$ cat config.mk
export PLATFORM = sky130hd
export DESIGN_NAME = nd_array_row_packer
export DESIGN_NICKNAME = d
export VERILOG_FILES = /design/src/rtl/nd_array_row_packer.sv
export SDC_FILE = /design/constraint.sdc
export NUM_CORES = 1
export LEC_CHECK = 0
export BUFFER_PORTS_ARGS = -buffer_cell sky130_fd_sc_hd__buf_2
export CAP_MARGIN = 10
export CORE_AREA = 8 8 251 253
export CTS_CLUSTER_DIAMETER = 200
export DETAILED_ROUTE_END_ITERATION = 10
export DIE_AREA = 0 0 259 261
export GPL_TIMING_DRIVEN = 0
export HOLD_SLACK_MARGIN = 0.05
export PLACE_DENSITY_LB_ADDON = 0.25
export SLEW_MARGIN = 20
export SYNTH_ARGS = -nofsm -noshare
export SYNTH_HDL_FRONTEND = slang
export SYNTH_SLANG_ARGS = --single-unit
$ cat constraint.sdc
create_clock -name CLK -period 2.9 [get_ports CLK]
set_input_delay 0.87 -clock CLK [delete_from_list [all_inputs] [get_ports CLK]]
set_output_delay 0.87 -clock CLK [all_outputs]
set_load 0.01 [all_outputs]
$ cat src/rtl/nd_array_row_packer.sv
`default_nettype none
// =============================================================================
// Module   : nd_array_row_packer
// Purpose  : Rebuilds a ROWS x COLS frame from a stream of rows, one row per beat.
// Options  : NDPACK_LAST_CHECK_EN adds I_last framing with a sticky O_err flag.
// Revision : 1.0 - initial release
// =============================================================================
module nd_array_row_packer #(
  parameter int WIDTH  = 8,
  parameter int COLS   = 16,
  parameter int ROWS   = 4,
  parameter int FCNT_W = 8
) (
  input  logic              CLK,
  input  logic              ASYNCRESETN,
  input  logic [WIDTH-1:0]  I0 [COLS],
  input  logic              I_valid,
  output logic              I_ready,
`ifdef NDPACK_LAST_CHECK_EN
  input  logic              I_last,
  output logic              O_err,
`endif
  output logic [WIDTH-1:0]  O0 [ROWS][COLS],
  output logic              O_valid,
  input  logic              O_ready,
  output logic [FCNT_W-1:0] O_frames
);

  localparam int               c_IDX_W    = (ROWS > 1) ? $clog2(ROWS) : 1;
  localparam logic [c_IDX_W-1:0] c_LAST_IDX = c_IDX_W'(ROWS - 1);

  typedef enum logic {
    FILL = 1'b0,
    FULL = 1'b1
  } state_t;

  state_t               r_state;
  state_t               w_state_nxt;
  logic [c_IDX_W-1:0]   r_idx;
  logic [c_IDX_W-1:0]   w_idx_nxt;
  logic [c_IDX_W-1:0]   w_wr_idx;
  logic [WIDTH-1:0]     r_data [ROWS][COLS];
  logic [FCNT_W-1:0]    r_frames;
  logic                 w_accept;
  logic                 w_handoff;
  logic                 w_early;
  logic                 w_close;

  assign I_ready   = (r_state == FILL) | O_ready;
  assign w_accept  = I_valid & I_ready;
  assign w_handoff = (r_state == FULL) & O_ready;
  // A row accepted while FULL rides on the handoff and opens the next frame.
  assign w_wr_idx  = (r_state == FULL) ? '0 : r_idx;

`ifdef NDPACK_LAST_CHECK_EN
  assign w_early = I_last & (w_wr_idx != c_LAST_IDX);
`else
  assign w_early = 1'b0;
`endif
  assign w_close = (w_wr_idx == c_LAST_IDX) | w_early;

  always_ff @(posedge CLK or negedge ASYNCRESETN) begin
    if (!ASYNCRESETN) begin
      r_state <= FILL;
      r_idx   <= '0;
    end else begin
      r_state <= w_state_nxt;
      r_idx   <= w_idx_nxt;
    end
  end

  always_comb begin
    w_state_nxt = r_state;
    w_idx_nxt   = r_idx;
    if (w_accept) begin
      if (w_close) begin
        w_state_nxt = FULL;
        w_idx_nxt   = '0;
      end else begin
        w_state_nxt = FILL;
        w_idx_nxt   = w_wr_idx + 1'b1;
      end
    end else if (w_handoff) begin
      w_state_nxt = FILL;
      w_idx_nxt   = '0;
    end
  end

  always_ff @(posedge CLK or negedge ASYNCRESETN) begin
    if (!ASYNCRESETN) begin
      for (int r = 0; r < ROWS; r++) begin
        for (int c = 0; c < COLS; c++) begin
          r_data[r][c] <= '0;
        end
      end
    end else if (w_accept) begin
      for (int c = 0; c < COLS; c++) begin
        r_data[w_wr_idx][c] <= I0[c];
      end
    end
  end

  always_ff @(posedge CLK or negedge ASYNCRESETN) begin
    if (!ASYNCRESETN) begin
      r_frames <= '0;
    end else if (w_handoff) begin
      r_frames <= r_frames + 1'b1;
    end
  end

`ifdef NDPACK_LAST_CHECK_EN
  logic r_err;

  always_ff @(posedge CLK or negedge ASYNCRESETN) begin
    if (!ASYNCRESETN) begin
      r_err <= 1'b0;
    end else if (w_accept && (I_last != (w_wr_idx == c_LAST_IDX))) begin
      r_err <= 1'b1;
    end
  end

  assign O_err = r_err;
`endif

  assign O0       = r_data;
  assign O_valid  = (r_state == FULL);
  assign O_frames = r_frames;

endmodule
`default_nettype wire

Word level (Yosys, flattened, before mapping)
Cells that the tools add are included.
{ "op_classes": {"addsub": 2, "order_cmp": 2, "n_eq_ne": 1, "n_mux": 55, "bitwise": 5, "reduce_logical": 2} }
{ "op_table": {"columns": ["op", "n"], "rows": [
  ["$bwmux 512", 16],
  ["$demux 128 s2", 16],
  ["$mux 128", 1],
  ["$mux 120", 1],
  ["$mux 112", 1],
  ["$mux 104", 1],
  ["$mux 96", 1],
  ["$mux 88", 1],
  ["$mux 80", 1],
  ["$mux 72", 1],
  ["$mux 64", 1],
  ["$mux 56", 1],
  ["$mux 48", 1],
  ["$mux 40", 1],
  ["$mux 32", 1],
  ["$mux 24", 1],
  ["$mux 16", 1],
  ["$add 8x1->8 const B", 1],
  ["$mux 2", 4],
  ["$mux 8", 1],
  ["$ge 3x3->1 const B", 1],
  ["$lt 3x1->1 const B", 1],
  ["$mux 1", 3],
  ["$not 2->3", 1],
  ["7 further kinds", 8]
]} }
{ "word_totals": {"register_bits": 523, "in_bits": 132, "output_inout_bits": 522, "word_cells": 134} }

Longest topological paths before layout
{ "logic_depth": {"word_depth": 22, "depth_mapped": 7, "depth_no_buf": 5} }

Worst setup path before layout
Ideal clock, no wire load.
{ "synth_path": {"kind": "input port to flip-flop", "from": "in O_ready", "to": "reg r_data, in the netlist O0[384]", "setup_time_ps": 125, "t_arrival_ps": 1963, "required_ps": 2775, "path_slack_ps": 812, "stages": 6, "path_buffers": 3, "cell_sequence": "and2_4 > buf_6 > o21ai_2 > buf_12 > buf_12 > mux2_4"} }
{ "synth_between": {"elab_chain_len": 2} }
{ "synth_lines": {"columns": ["element", "line_no", "text"], "rows": [
  ["start, declared", "25", "input logic O_ready,"],
  ["$or 1x1->1", "49", "assign I_ready = (r_state == FILL) | O_ready;"],
  ["$and 1x1->1", "50", "assign w_accept = I_valid & I_ready;"],
  ["end signal, assigned by index", "98", "r_data[w_wr_idx][c] <= I0[c];"],
  ["end, declared", "42", "logic [WIDTH-1:0] r_data [ROWS][COLS];"]
]} }
No other way between the ends.
A chain may end at the register's enable or synchronous reset.

Worst setup path in the final report
{ "layout_path": {"from": "reg r_state (netlist: O_valid)", "to": "reg r_data, in the netlist O0[382]"} }
{ "layout_between": {"elab_chain_len": 22, "word_cells_on_any_way": 41, "classes_between": "2 x order compare; 34 x mux; 4 x bitwise; 1 x reduce/logical"} }
{ "layout_lines": {"columns": ["element", "line_no", "text"], "rows": [
  ["start, declared", "37", "state_t r_state;"],
  ["start signal, assigned", "67", "r_state <= w_state_nxt;"],
  ["$mux 2", "53", "assign w_wr_idx = (r_state == FULL) ? '0 : r_idx;"],
  ["$not 2->3 (not written as such)", "98", null],
  ["$ge 3x3->1 (not written as such) or $lt 3x1->1 (tied branches)", "98", null],
  ["$logic_and 1x1->1 (not written as such)", "98", null],
  ["$mux 128 (not written as such)", "98", null],
  ["$demux 128 s2", "98", null],
  ["$bwmux 512 (16 in series)", "98", null]
]} }
Parallel ways exist; a longest one is shown, timed or not.

==> results.cfg <==
[placement]
dpl.cell_count = 2571
hpwl_mm = 48.10
gp_congestion = 0.8064
portBuffers = 653

[synthesis]
yosys.cell_types.count = 31
ys_seq_area_share_pct = 65.22
synth-seq-cells = 523
syn_avg_cell_area_um2 = 17.74
ys_warn_count = 0
synth_nets = 1265
syn_area_um2 = 20070
netlist_instances = 1131

[cells_and_area]
fillers = 5405
fin_nets = 1981
drive_gt1_share_pct = 69.70
fin_cells = 2677
area_growth_pct = 30.90

[pwr]
power_density_nw_per_um2 = 1300
switching_share_pct = 34.66
power_switching_mw = 11.83
peakVddDrop_v = 0.0006954
clockPowerShare_pct = 20.5
p_comb_share_pct = 41.6
p_total_mw = 34.14
p_leak_nw = 12.82
seqPwrFrac_pct = 38.0
internal-power_mw = 22.31

[timing]
fin_skew_ps = 24.34
clock.fmax_ghz = 0.4392
min_period_ps = 2277
setup_violations = 0
rsz0062_at_grt = no
fin_crit_sh_pct = 78.51
final-hold-violation-count = 0
maxSlewViolCount = 0
relSlewSlack_pct = 52.80
worst_pin_slew_ps = 707.9

[clock_tree]
post_cts_resized = 0
ctsHoldBuffers = 0
cts_setup_buffers = 0
clk_pin_slew_worst_paths_ps = 60
h-tree-depth = 2
cts_made_buffers = 56
cts_tree = yes
cts-root-buf = clkbuf_16
ctsLongestPathBuffers = 3
clk_latency_ps = 610
cts.sinks = 523

[floorplan]
dieWidth_um = 259
coreArea_um2 = 59340
die_area_um2 = 67600
die_h_um = 261
fp-row-count = 90
initial_utilization_pct = 33.82
io_pins = 654

[global_routing]
grt_use_total_pct = 17.96
grt_max_degree = 102
grt_first_pass_wirelength_mm = 92.40
grt-ovfl-total = 0
grt_pass1_vias = 13480
antenna_found_initial = 5

[setup_path]
arrival_ps = 2740
path_max_fanout = 10
end_kind = flop
r2r_start = O_valid
critPathLaunchType = flop
reg2reg_slack_ps = 620
rr_worst_depth = 7
r2r-end = O0[382]
critPathRequiredTime_ps = 3360
worstSetupPathType = reg2reg

[worst_hold_path]
hold_class = in2async

[drt]
routed_wl_mm = 63.15
antenna_left = 0
via_per_inst = 4.645
drtIter0Drc = 487
drt-pass1-iter-count = 4
drc_errors = 0
via_count = 12440
wire_per_inst_um = 23.59

[run]
max_cap_viol_count = 0

[status]
status = finished, final reports clean
==> worst max-delay path by stage <==
stage	from	to	slack, ps	cells after the start
floorplan	O_ready	O0[384]	810	6
CTS	O_valid	O0[382]	540	7
global route	O_valid	O0[256]	520	7
finish	O_valid	O0[382]	620	7
detailed placement	ASYNCRESETN	O_frames[4]	140	4
global placement	ASYNCRESETN	O_frames[6]	-9520	1
==> worst max-delay path, cell delays in order (launching register included) <==
cell,delay [ps]
dfrtp_1,390
buf_6,140
and2b_1,190
ha_1,130
and3_1,150
buf_2,410
buf_4,360
mux2_2,370
==> final cells by class <==
class                      count  area, um2  area share (%)
sequential                   523      13090           49.82
multi-input combinational    548       6416           24.42
timing repair buffer         658       3416           13.00
clock buffer                  84       1627           6.192
tap                          782      978.4           3.725
buffer                        58      556.8           2.120
clock inverter                18      170.2          0.6478
antenna                        4      10.01         0.03810
inverter                       2      7.507         0.02858
==> state kept, by name, summed over array words and instances, names as in the netlist <==
register  count
O_valid       1
r_idx         2
O_frames      8
O0          512
==> power by group through the flow <==
stage | logic [mW] | registers, mW | clock network (mW)
floorplan | 6.10 | 14.7 | 0
CTS | 14.5 | 13.0 | 7.20
finish | 14.2 | 13.0 | 6.99
detailed placement | 14.5 | 13.0 | 0
global placement | 14.3 | 12.9 | 0
global route | 15.1 | 13.5 | 7.47
==> layout by cell type (no fill, tap or decap), types with 2 or more instances in the layout <==
master / synthesis / routed
nand4_1: 4 / 4
dfrtp_1: 523 / 523
buf_12: 11 / 11
clkinv_2: 0 / 9
buf_2: 17 / 669
clkbuf_1: 0 / 16
inv_1: 2 / 2
ha_1: 2 / 2
inv_6: 0 / 2
a21oi_1: 2 / 2
buf_8: 2 / 3
clkbuf_8: 0 / 12
diode_2: 0 / 4
nand2_1: 4 / 4
buf_16: 0 / 5
buf_4: 25 / 25
clkbuf_16: 0 / 56
clkinvlp_4: 0 / 3
mux2_2: 412 / 412
and3_1: 2 / 2
xnor2_1: 6 / 6
buf_6: 3 / 3
bufinv_16: 0 / 2
mux2_4: 100 / 100
==> through the flow <==
| step | setup WS (ps) | utilization [%] | TNS, ps | cell area (um2) | hold WS [ps] |
|---|---|---|---|---|---|
| after global placement | -9521 | 40.97 | -4945890 | 24310 | 463.4 |
| after CTS | 535.3 | 44.25 | 0 | 26260 | 283.2 |
| after floorplan | 812.3 | - | 0 | 20070 | 507.6 |
| after detailed placement | 144.0 | 41.22 | 0 | 24460 | 466.9 |
| after global routing | 519.3 | 44.26 | 0 | 26270 | 321.2 |
| final | 623.3 | 44.27 | 0 | 26270 | 284.4 |
==> synth_stat cells (all sizes together) <==
master    n  share of area (%)
mux2    513                 31
o221ai    1              0.044
and2      1              0.044
nor2b     1              0.031
and4      1              0.044
xnor2     6               0.26
ha        2               0.12
nand2     4              0.075
nor3      2              0.075
mux2i     1              0.050
and3      2              0.062
nand2b    2               0.10
inv       2              0.037
o21ai     2              0.069
nand4     4               0.12
nand4b    1              0.044
a21oi     2              0.050
xor2      1              0.044
dfrtp   523                 65
buf      58                2.8
and2b     1              0.037
nand3b    1              0.037
==> metal layers <==
metal	track usage, %	up-vias	routed length [um]
met5	0	-	18
met4	6.733	4	2403
met3	5.346	112	4629
met2	30.66	434	31550
met1	21.30	6443	24540
li1	-	5443	-
==> cell families (layout without fill, tap and decap cells) <==
group / Yosys count / after routing / synth area share, %
AOI/OAI and AO/OA: 5 / 5 / 0.1621
xor gates and xnor gates: 7 / 7 / 0.3055
adders and majority gates: 2 / 2 / 0.1247
buffers and inverters: 60 / 820 / 2.812
DFF: 523 / 523 / 65.22
muxes: 514 / 514 / 30.71
other: 0 / 4 / 0
and+or+nand+nor: 20 / 20 / 0.6734
(Power assumes the default switching activity.)
